### config.mk
export PLATFORM = sky130hd
export DESIGN_NAME = cam_lum_tracker_flat
export DESIGN_NICKNAME = d
export VERILOG_FILES = /design/src/rtl/cam_lum_tracker_pkg.sv /design/src/rtl/cam_lum_tracker_if.sv /design/src/rtl/cam_lum_tracker_ema.sv /design/src/rtl/cam_lum_tracker.sv /design/src/flat_wrapper.sv
export SDC_FILE = /design/constraint.sdc
export NUM_CORES = 1
export LEC_CHECK = 0
export CAP_MARGIN = 20
export CORE_ASPECT_RATIO = 0.6
export CORE_MARGIN = 5
export CORE_UTILIZATION = 44
export CTS_BUF_LIST = sky130_fd_sc_hd__clkbuf_16
export DETAILED_ROUTE_END_ITERATION = 8
export PLACE_DENSITY = 0.84
export SYNTH_ARGS = -nofsm -noshare
export SYNTH_HDL_FRONTEND = slang
export SYNTH_SLANG_ARGS = --single-unit
### constraint.sdc
create_clock -name VGA_CLK -period 2.8 [get_ports VGA_CLK]
set_input_delay 0.56 -clock VGA_CLK [delete_from_list [all_inputs] [get_ports VGA_CLK]]
set_output_delay 0.56 -clock VGA_CLK [all_outputs]
set_load 0.01 [all_outputs]
### src/rtl/cam_lum_tracker_pkg.sv
// cam_pkg: shared types and defaults for the luma tracker.
//   LUMA_W        - width of the brightness value
//   TH*_DEF/HYST  - default level boundaries and hysteresis half-width
//   lum_level_t   - the four brightness levels
//   classify_raw  - threshold-only classification, used when priming
package cam_pkg;

  localparam int LUMA_W   = 8;
  localparam int TH0_DEF  = 64;
  localparam int TH1_DEF  = 128;
  localparam int TH2_DEF  = 192;
  localparam int HYST_DEF = 8;

  typedef enum logic [1:0] {
    LUM_DARK   = 2'd0,
    LUM_DIM    = 2'd1,
    LUM_NORMAL = 2'd2,
    LUM_BRIGHT = 2'd3
  } lum_level_t;

  function automatic lum_level_t classify_raw(input logic [LUMA_W-1:0] luma,
                                              input logic [LUMA_W-1:0] th0,
                                              input logic [LUMA_W-1:0] th1,
                                              input logic [LUMA_W-1:0] th2);
    if (luma >= th2)      return LUM_BRIGHT;
    else if (luma >= th1) return LUM_NORMAL;
    else if (luma >= th0) return LUM_DIM;
    else                  return LUM_DARK;
  endfunction

endpackage

### src/rtl/cam_lum_tracker_if.sv
// cam_lum_tracker_if: level-change event port (valid/ready).
//   valid - event pending (master drives)
//   ready - consumer accepts on a clock edge while valid=1 (slave drives)
//   level - new brightness level carried by the event
//   luma  - smoothed luma that caused the level change
interface cam_lum_tracker_if;
  import cam_pkg::*;

  logic              valid;
  logic              ready;
  logic [1:0]        level;
  logic [LUMA_W-1:0] luma;

  modport master (output valid, output level, output luma, input ready);
  modport slave  (input valid, input level, input luma, output ready);
endinterface

### src/rtl/cam_lum_tracker_ema.sv
// cam_lum_ema: toggle-strobe sample detector and exponential moving average.
//   clk, rst_n  - clock, asynchronous active-low reset
//   color, upd  - sample value and its toggle strobe
//   smp         - a sample is taken on the coming edge (combinational)
//   luma_nxt    - luma value that will be registered on that edge
//   luma        - registered smoothed luma (accumulator >> SHIFT)
//   luma_vld    - luma was updated on the previous edge
//   luma_first  - that update was the priming sample
module cam_lum_ema
  import cam_pkg::*;
#(
  parameter int SHIFT = 2
) (
  input  logic              clk,
  input  logic              rst_n,
  input  logic [LUMA_W-1:0] color,
  input  logic              upd,
  output logic              smp,
  output logic [LUMA_W-1:0] luma_nxt,
  output logic [LUMA_W-1:0] luma,
  output logic              luma_vld,
  output logic              luma_first
);
  // Accumulator holds luma scaled by 2^SHIFT; it stays below 256*2^SHIFT.
  localparam int AW = LUMA_W + SHIFT;

  logic          upd_q, upd_d;
  logic          primed_q, primed_d;
  logic [AW-1:0] acc_q, acc_d;
  logic          vld_q, vld_d;
  logic          first_q, first_d;

  always_comb begin
    upd_d    = upd;
    smp      = upd ^ upd_q;
    acc_d    = acc_q;
    primed_d = primed_q;
    vld_d    = smp;
    first_d  = smp & ~primed_q;
    if (smp) begin
      if (!primed_q) begin
        acc_d    = AW'(color) << SHIFT;
        primed_d = 1'b1;
      end else begin
        acc_d = acc_q - (acc_q >> SHIFT) + AW'(color);
      end
    end
    luma_nxt = acc_d[AW-1:SHIFT];
  end

  always_ff @(posedge clk or negedge rst_n) begin
    if (!rst_n) begin
      upd_q    <= 1'b0;
      primed_q <= 1'b0;
      acc_q    <= '0;
      vld_q    <= 1'b0;
      first_q  <= 1'b0;
    end else begin
      upd_q    <= upd_d;
      primed_q <= primed_d;
      acc_q    <= acc_d;
      vld_q    <= vld_d;
      first_q  <= first_d;
    end
  end

  assign luma       = acc_q[AW-1:SHIFT];
  assign luma_vld   = vld_q;
  assign luma_first = first_q;

endmodule

### src/rtl/cam_lum_tracker.sv
// cam_lum_tracker: smooths the frame-average brightness and reports
// hysteretic four-level brightness changes as valid/ready events.
//   VGA_CLK, RST_N  - clock, asynchronous active-low reset
//   color, upd      - brightness sample and toggle strobe
//   evt             - event port (valid/ready/level/luma), master side
//   level, luma     - live level and smoothed luma
//   evt_ovf         - sticky: a pending event was overwritten before acceptance
//   luma_min/max, sample_cnt - statistics; built only when CAM_LUM_STATS_EN
//                    is defined, otherwise tied to 0
module cam_lum_tracker
  import cam_pkg::*;
#(
  parameter int SHIFT = 2,
  parameter int TH0   = TH0_DEF,
  parameter int TH1   = TH1_DEF,
  parameter int TH2   = TH2_DEF,
  parameter int HYST  = HYST_DEF
) (
  input  logic                VGA_CLK,
  input  logic                RST_N,
  input  logic [LUMA_W-1:0]   color,
  input  logic                upd,
  cam_lum_tracker_if.master   evt,
  output logic [1:0]          level,
  output logic [LUMA_W-1:0]   luma,
  output logic                evt_ovf,
  output logic [LUMA_W-1:0]   luma_min,
  output logic [LUMA_W-1:0]   luma_max,
  output logic [15:0]         sample_cnt
);

  logic              smp;
  logic [LUMA_W-1:0] luma_nxt;
  logic              luma_vld;
  logic              luma_first;

  cam_lum_ema #(.SHIFT(SHIFT)) u_ema (
    .clk        (VGA_CLK),
    .rst_n      (RST_N),
    .color      (color),
    .upd        (upd),
    .smp        (smp),
    .luma_nxt   (luma_nxt),
    .luma       (luma),
    .luma_vld   (luma_vld),
    .luma_first (luma_first)
  );

  function automatic logic [LUMA_W-1:0] th_of(input logic [1:0] idx);
    case (idx)
      2'd0:    return LUMA_W'(TH0);
      2'd1:    return LUMA_W'(TH1);
      default: return LUMA_W'(TH2);
    endcase
  endfunction

  logic [1:0]        level_q, level_d;
  logic              evt_valid_q, evt_valid_d;
  logic [1:0]        evt_level_q, evt_level_d;
  logic [LUMA_W-1:0] evt_luma_q, evt_luma_d;
  logic              evt_ovf_q, evt_ovf_d;
  logic              new_evt;
  logic [8:0]        up_sum, dn_diff;
  logic [LUMA_W-1:0] up_bound, dn_bound;

  // Boundaries around the current level, in 9 bits and clamped to 0..255.
  always_comb begin
    up_sum   = {1'b0, th_of(level_q)} + 9'(HYST);
    dn_diff  = {1'b0, th_of(level_q - 2'd1)} - 9'(HYST);
    up_bound = up_sum[8]  ? 8'hFF : up_sum[7:0];
    dn_bound = dn_diff[8] ? 8'h00 : dn_diff[7:0];
  end

  // Classification runs one edge after luma updates; at most one step per sample.
  always_comb begin
    level_d = level_q;
    new_evt = 1'b0;
    if (luma_vld) begin
      if (luma_first) begin
        level_d = classify_raw(luma, LUMA_W'(TH0), LUMA_W'(TH1), LUMA_W'(TH2));
        new_evt = 1'b1;
      end else if (level_q != 2'd3 && luma >= up_bound) begin
        level_d = level_q + 2'd1;
      end else if (level_q != 2'd0 && luma < dn_bound) begin
        level_d = level_q - 2'd1;
      end
      if (level_d != level_q) new_evt = 1'b1;
    end
  end

  // A new event always wins; it only counts as an overflow when the
  // pending one is not being accepted on the same edge.
  always_comb begin
    evt_valid_d = evt_valid_q;
    evt_level_d = evt_level_q;
    evt_luma_d  = evt_luma_q;
    evt_ovf_d   = evt_ovf_q;
    if (new_evt) begin
      evt_valid_d = 1'b1;
      evt_level_d = level_d;
      evt_luma_d  = luma;
      if (evt_valid_q && !evt.ready) evt_ovf_d = 1'b1;
    end else if (evt_valid_q && evt.ready) begin
      evt_valid_d = 1'b0;
    end
  end

  always_ff @(posedge VGA_CLK or negedge RST_N) begin
    if (!RST_N) begin
      level_q     <= 2'd0;
      evt_valid_q <= 1'b0;
      evt_level_q <= 2'd0;
      evt_luma_q  <= '0;
      evt_ovf_q   <= 1'b0;
    end else begin
      level_q     <= level_d;
      evt_valid_q <= evt_valid_d;
      evt_level_q <= evt_level_d;
      evt_luma_q  <= evt_luma_d;
      evt_ovf_q   <= evt_ovf_d;
    end
  end

  assign level     = level_q;
  assign evt_ovf   = evt_ovf_q;
  assign evt.valid = evt_valid_q;
  assign evt.level = evt_level_q;
  assign evt.luma  = evt_luma_q;

`ifdef CAM_LUM_STATS_EN
  // Statistics follow the luma value registered on the sample edge.
  logic [LUMA_W-1:0] luma_min_q, luma_min_d;
  logic [LUMA_W-1:0] luma_max_q, luma_max_d;
  logic [15:0]       sample_cnt_q, sample_cnt_d;

  always_comb begin
    luma_min_d   = luma_min_q;
    luma_max_d   = luma_max_q;
    sample_cnt_d = sample_cnt_q;
    if (smp) begin
      if (luma_nxt < luma_min_q) luma_min_d = luma_nxt;
      if (luma_nxt > luma_max_q) luma_max_d = luma_nxt;
      if (sample_cnt_q != 16'hFFFF) sample_cnt_d = sample_cnt_q + 16'd1;
    end
  end

  always_ff @(posedge VGA_CLK or negedge RST_N) begin
    if (!RST_N) begin
      luma_min_q   <= 8'hFF;
      luma_max_q   <= 8'h00;
      sample_cnt_q <= 16'd0;
    end else begin
      luma_min_q   <= luma_min_d;
      luma_max_q   <= luma_max_d;
      sample_cnt_q <= sample_cnt_d;
    end
  end

  assign luma_min   = luma_min_q;
  assign luma_max   = luma_max_q;
  assign sample_cnt = sample_cnt_q;
`else
  logic stats_unused;
  assign stats_unused = ^{smp, luma_nxt};
  assign luma_min     = '0;
  assign luma_max     = '0;
  assign sample_cnt   = '0;
`endif

endmodule

### src/flat_wrapper.sv
// flat-port wrapper written by rule: the top's interface ports become plain ports
module cam_lum_tracker_flat import cam_pkg::*;
#(
  parameter int SHIFT = 2,
  parameter int TH0   = TH0_DEF,
  parameter int TH1   = TH1_DEF,
  parameter int TH2   = TH2_DEF,
  parameter int HYST  = HYST_DEF
)
  (VGA_CLK, RST_N, color, upd, level, luma, evt_ovf, luma_min, luma_max, sample_cnt, evt_valid, evt_level, evt_luma, evt_ready);
  cam_lum_tracker_if evt_i ();
  input  logic VGA_CLK;
  input  logic RST_N;
  input  logic [LUMA_W-1:0] color;
  input  logic upd;
  output logic [1:0] level;
  output logic [LUMA_W-1:0] luma;
  output logic evt_ovf;
  output logic [LUMA_W-1:0] luma_min;
  output logic [LUMA_W-1:0] luma_max;
  output logic [15:0] sample_cnt;
  output wire logic [$bits(evt_i.valid)-1:0] evt_valid;
  output wire logic [$bits(evt_i.level)-1:0] evt_level;
  output wire logic [$bits(evt_i.luma)-1:0] evt_luma;
  input wire logic [$bits(evt_i.ready)-1:0] evt_ready;
  assign evt_valid = evt_i.valid;
  assign evt_level = evt_i.level;
  assign evt_luma = evt_i.luma;
  assign evt_i.ready = evt_ready;
  cam_lum_tracker #(.SHIFT(SHIFT), .TH0(TH0), .TH1(TH1), .TH2(TH2), .HYST(HYST)) u_core (.VGA_CLK(VGA_CLK), .RST_N(RST_N), .color(color), .upd(upd), .evt(evt_i), .level(level), .luma(luma), .evt_ovf(evt_ovf), .luma_min(luma_min), .luma_max(luma_max), .sample_cnt(sample_cnt));
endmodule
==> results of run 1 <==
critical path: stages:
cell,delay [ns]
clkdlybuf4s50_1,0.47
inv_2,0.04
fa_1,0.52
inv_2,0.05
ha_4,0.22
o21a_1,0.21
a21oi_2,0.18
o21ai_2,0.08
or4b_1,0.54
nand4_1,0.09
registers in the layout (all words and copies together) (netlist names):
register	count
u_core.level	2
u_core.evt_ovf	1
u_core.evt.valid	1
u_core.u_ema.acc_q	10
u_core.evt.luma	8
u_core.u_ema.upd_q	1
u_core.evt.level	2
u_core.u_ema.primed_q	1
u_core.u_ema.luma_first	1
u_core.u_ema.luma_vld	1
synth_stat cells (all sizes together):
cell type  instances  area [um2]
a221oi             1        15.0
nand4              4        25.0
ha                24         300
nor3               6        35.0
nor2              10        37.5
clkbuf             4        15.0
inv               40         150
and2               1        6.26
o21ai             14        70.1
nor4b              1        8.76
nand3b             3        22.5
o21a               2        15.0
xnor2              4        35.0
a21o               4        30.0
nand3              5        25.0
a311oi             1        8.76
nand2              9        33.8
a22oi              1        7.51
o22ai              3        18.8
conb               1        3.75
dfrtp             28         701
a211oi             5        42.5
o21bai             2        15.0
o41ai              1        8.76
o211ai             2        15.0
mux2              11         154
fa                 8         160
o311ai             2        17.5
or3                2        12.5
nor4               2        12.5
or4b               1        10.0
nand2b             4        32.5
a31o               2        17.5
mux2i              2        20.0
clkinv             1        3.75
nand4b             1        8.76
buf               41         312
nor3b              1        12.5
o221a              1        20.0
a21oi              9        45.0
timing repair:
| action | in CTS | in global routing |
|---|---|---|
| setup buffers | 3 | 2 |
| pin swaps | 11 | 11 |
| gates resized for setup | 18 | 13 |
| setup endpoints to repair | 5 | 15 |
final cells by class:
| cell class | instances | area, um2 |
|---|---|---|
| clock buffer | 3 | 75.1 |
| clock inverter | 1 | 30.0 |
| fill | 496 | 2380 |
| inverter | 41 | 154 |
| multi-input combinational | 181 | 1550 |
| sequential | 28 | 703 |
| tap | 69 | 86.3 |
| timing repair buffer | 60 | 542 |
metal layers:
| layer | vias up | GRT usage (%) | part of all wire (%) |
|---|---|---|---|
| met4 | 0 | 1.75 | 0.76 |
| met3 | 6 | 4.62 | 5.5 |
| met5 | - | 0 | 0 |
| met2 | 55 | 27.6 | 47 |
| li1 | 926 | - | - |
| met1 | 911 | 22.2 | 46 |
per-stage QoR:
step,hold slack [ns],setup WS [ns],instances,area (um2)
floorplan,0.264,0.0108,295,2610
global placement,0.453,-0.546,374,2870
finish,0.495,0.0411,383,3140
detailed placement,0.479,-0.599,374,2870
CTS,0.500,0.00276,381,3080
global route,0.531,-0.0193,383,3140
layout by cell type (no fill, tap or decap), drive strengths merged, types with 8 or more instances in the layout:
master / instances
fa: 8
nor2: 10
clkdlybuf4s50: 30
buf: 27
ha: 24
inv: 40
dfrtp: 28
nand2: 9
mux2: 11
a21oi: 9
o21ai: 14
conb: 32
worst max-delay path by stage:
| stage | startpoint | endpoint | slack, ns | cells past startpoint |
|---|---|---|---|---|
| floorplan | color[1] | u_core.u_ema.acc_q[8] | 0.01 | 10 |
| global placement | color[1] | u_core.u_ema.acc_q[8] | -0.55 | 11 |
| detailed placement | color[1] | u_core.u_ema.acc_q[9] | -0.60 | 11 |
| CTS | color[5] | u_core.u_ema.acc_q[9] | 0.003 | 10 |
| global route | color[4] | u_core.u_ema.acc_q[9] | -0.02 | 10 |
| finish | color[4] | u_core.u_ema.acc_q[9] | 0.04 | 10 |
cells by family after synthesis:
logic type	count (synthesis)	synth area share, %
AO/OA/AOI/OAI	50	14.0
adder cells (fa/ha/maj)	32	18.5
flip-flops	28	28.2
XOR/XNOR	4	1.41
other	1	0.151
multiplexers	13	7.00
buffers and inverters	86	19.3
AND/OR/NAND/NOR	50	11.4
==> reports/results.ini, run 1 <==
[logic_synthesis]
yosysSeqAreaShare_pct=28.2
ys_ff_latch=28
yosysWarnings=0
synth.distinct_cells=47
avgSynthCellArea_um2=9.41
synthCells=264
syn_area_mm2=0.00248

[critical_path]
r2r_end=u_core.u_ema.acc_q[8]
reg2reg_from=u_core.u_ema.acc_q[3]
crit_required_ns=3.00
crit_fanout=3
worstSetupStartpointType=input pin
critPathArrivalTime_ns=2.96
reg2reg_depth=9
path_class=input pin to flop
end_kind=flop
r2r_setup_slack_ns=0.16

[placement]
portBuffers=33
dp_hpwl_um=4250
gp_congestion=0.881

[finish]
nNetsFinal=359
final_util_pct=56.9
layout-drive-gt1-share_pct=24.5
antenna_cells=0
area.growth.synth_to_final_pct=26.4

[hold_path]
hold_path_depth=1
hold_path.startpoint=u_core.evt_ovf
hold_path.class=flop to flop
holdPathEnd=u_core.evt_ovf

[floorplan]
fp.dieW_um=107
die-height_um=68.2
core_mm2=0.00552
fp-row-count=21
floorplan.initialDensity_pct=45.0
die-area_mm2=0.00730
pin_count=66

[sta]
fin_worst_skew_ns=0.00278
max_freq_mhz=362
hold_violations=0
min_period_ns=2.76
drv_slew=0
final.setup.tns_ns=0
worst_pin_slew_ns=0.701
setup_violations=0
fin_crit_sh_pct=98.5
max_slew_margin_pct=53.3

[flow_run]
max-cap-violations=0

[routing]
ant_nets=0
drc=1
wl_per_cell_um=15.5
dr_total_vias=1898
drt_wl_total_um=5950
first_pass_iters=6
vias_per_cell=4.96
drtIter0Drc=68

[clock_network]
h-tree-depth=1
hold_buffers=0
clock_latency_ns=0.26
clk_pin_slew_ns=0.07
cts_buffer_depth=2
cts_root_buf=clkbuf_16
cts_tree=yes
cts_made_buffers=3
clock_sinks=28

[global_routing]
grt_pass1_vias=1910
grt_pass1_wl_um=9460
grt_max_degree=29
track_usage_pct=16.5
globalRouteOverflowTotal=0
antenna_found_initial=0

[outcome]
outcome=complete, but fails checks
violations=DRC

Power of run 1 is not shown: default switching activity piles up to over one toggle a cycle in this logic, so the estimate is an artifact.
==> inputs of run 2 (changes only) <==
--- a/config.mk
+++ b/config.mk
@@ -6,12 +6,14 @@
 export NUM_CORES = 1
 export LEC_CHECK = 0
 export CAP_MARGIN = 20
+export CELL_PAD_IN_SITES_DETAIL_PLACEMENT = 1
+export CELL_PAD_IN_SITES_GLOBAL_PLACEMENT = 2
 export CORE_ASPECT_RATIO = 0.6
 export CORE_MARGIN = 5
-export CORE_UTILIZATION = 44
+export CORE_UTILIZATION = 27
 export CTS_BUF_LIST = sky130_fd_sc_hd__clkbuf_16
 export DETAILED_ROUTE_END_ITERATION = 8
-export PLACE_DENSITY = 0.84
+export PLACE_DENSITY = 0.86
 export SYNTH_ARGS = -nofsm -noshare
 export SYNTH_HDL_FRONTEND = slang
 export SYNTH_SLANG_ARGS = --single-unit
==> reports/results.ini, run 2 (synthesized netlist as in run 1, its figures left out) <==
[outcome]
outcome=finished, final reports clean

[critical_path]
worstSetupStartpointType=input pin
path_class=input pin to flop
crit_required_ns=2.97  ; -0.03 ns
r2r_setup_slack_ns=0.13  ; -0.03 ns
critPathArrivalTime_ns=2.88  ; -0.08 ns
end_kind=flop
crit_fanout=3  ; unchanged

[sta]
fin_crit_sh_pct=96.8  ; -1.8 points
setup_violations=0  ; unchanged
rsz0062_at_grt=no
worst_pin_slew_ns=0.737  ; +0.0365 ns
min_period_ns=2.71  ; -0.0491 ns
max_freq_mhz=369  ; +1.8%
max_slew_margin_pct=50.9  ; -2.4 points
fin_worst_skew_ns=0.00518  ; +0.00240 ns
drv_slew=0  ; unchanged
hold_violations=0  ; unchanged

[flow_run]
max-cap-violations=0  ; unchanged

[global_routing]
grt_util_met3_pct=3.59  ; -1.0 points
track_usage_pct=11.5  ; -5.0 points
gr-usage-met2_pct=17.1  ; -10 points
use_met1_pct=16.8  ; -5.4 points
top_usage_layer=met2
grt_pass1_vias=1997  ; +4.6%
grt_pass1_wl_um=10500  ; +11%
globalRouteOverflowTotal=0  ; unchanged
grt_max_degree=29  ; unchanged
antenna_found_initial=0  ; unchanged

[placement]
gp_congestion=0.802  ; -9.0%
portBuffers=33  ; unchanged
dp_hpwl_um=5310  ; +25%
post_dp_cell_area_mm2=0.00297  ; +3.4%

[routing]
ant_nets=0  ; unchanged
first_pass_iters=4  ; -2
drc=0  ; -1
drtIter0Drc=66  ; -2.9%
drt_wl_total_um=6650  ; +12%
dr_total_vias=1931  ; +1.7%
wl_per_cell_um=15.4  ; -0.96%
vias_per_cell=4.47  ; -9.8%

[floorplan]
die-height_um=84.3  ; +24%
die-area_mm2=0.0113  ; +55%
core_mm2=0.00909  ; +65%
pin_count=66  ; unchanged
floorplan.initialDensity_pct=27.3  ; -18 points
fp-row-count=27  ; +29%
fp.dieW_um=134  ; +25%

[finish]
layout-drive-gt1-share_pct=23.7  ; -0.79 points
fill_cells=1047  ; +110%
multi_input_area_mm2=0.00154  ; -0.40%
antenna_cells=0  ; unchanged
final_common_cell=inv_1
area.growth.synth_to_final_pct=28.2
nNetsFinal=361  ; +0.56%
largest_register=u_core.u_ema.acc_q
largest_reg_flops=10  ; unchanged
fin_area_mm2=0.00318  ; +1.4%
seqCellArea_um2=702  ; -0.18%
most-common-layout-cells=inv_1, conb_1, clkdlybuf4s50_1

[clock_network]
clock_latency_ns=0.27  ; about the same
clk_pin_slew_ns=0.07  ; about the same
clock_sinks=28  ; unchanged
h-tree-depth=1  ; unchanged
cts_tree=yes
cts_root_buf=clkbuf_16
hold_buffers=0  ; unchanged
cts_made_buffers=3  ; unchanged
cts_buffer_depth=2  ; unchanged

[hold_path]
hold_path.class=flop to flop

==> run 2: cell count changes in the layout (fill, tap and decap cells not counted), sizes merged <==
cell / before / now
dlymetal6s2s: 0 / 1
clkdlybuf4s50: 30 / 29
clkinv: 1 / 2
buf: 27 / 29
bufinv: 1 / 0
==> run 2: path summary, 6_finish.rpt <==
path	start	to	depth (start not counted)
max in group asynchronous	RST_N	u_core.u_ema.acc_q[3]	2
min in group asynchronous	RST_N	u_core.evt.valid	2
worst min-delay path	u_core.evt_ovf	u_core.evt_ovf	1
worst max-delay path	color[1]	u_core.u_ema.acc_q[8]	11
worst max register to register	u_core.u_ema.acc_q[3]	u_core.u_ema.acc_q[8]	9
worst min register to register	u_core.evt_ovf	u_core.evt_ovf	1
==> run 2: critical path, cell delays in order <==
cell	delay, ns
dlygate4sd2_1	0.20
inv_2	0.04
fa_1	0.50
inv_2	0.07
fa_2	0.35
a21o_1	0.20
a21oi_2	0.17
o21ai_2	0.10
o41ai_2	0.22
mux2_2	0.38
o311ai_2	0.07
==> run 2: timing repair <==
action / CTS / global route
setup buffers: 2 / 0
pin swaps: 9 / 11
resized for setup: 17 / 12
setup endpoints to repair: 6 / 2
==> run 2: metal layers <==
metal	up-vias	routed length, um
li1	930	-
met1	961	3290
met2	36	2970
met3	4	366
met4	0	30
met5	-	0
==> run 2: area by class of cell <==
class / count / share of cell area, %
clock inverters: 1 / 0.118
well taps: 116 / 4.56
flip-flops and latches: 28 / 22.1
multi-input cells: 181 / 48.5
clock buffers: 3 / 2.36
repair buffers: 62 / 17.6
inverters: 41 / 4.83
==> run 2: through the flow <==
step	instances	utilization [%]	setup slack, ns	setup TNS (ns)	hold WS [ns]
after global routing	432	35.0	0.00166	0	0.511
final	432	35.0	0.0901	0	0.480
after detailed placement	426	32.7	-0.685	-2.93	0.473
after floorplan	295	-	0.0108	0	0.264
after CTS	432	34.6	0.0136	0	0.489
after global placement	426	32.7	-0.568	-2.41	0.454
Power of run 2 is left out for the same reason.
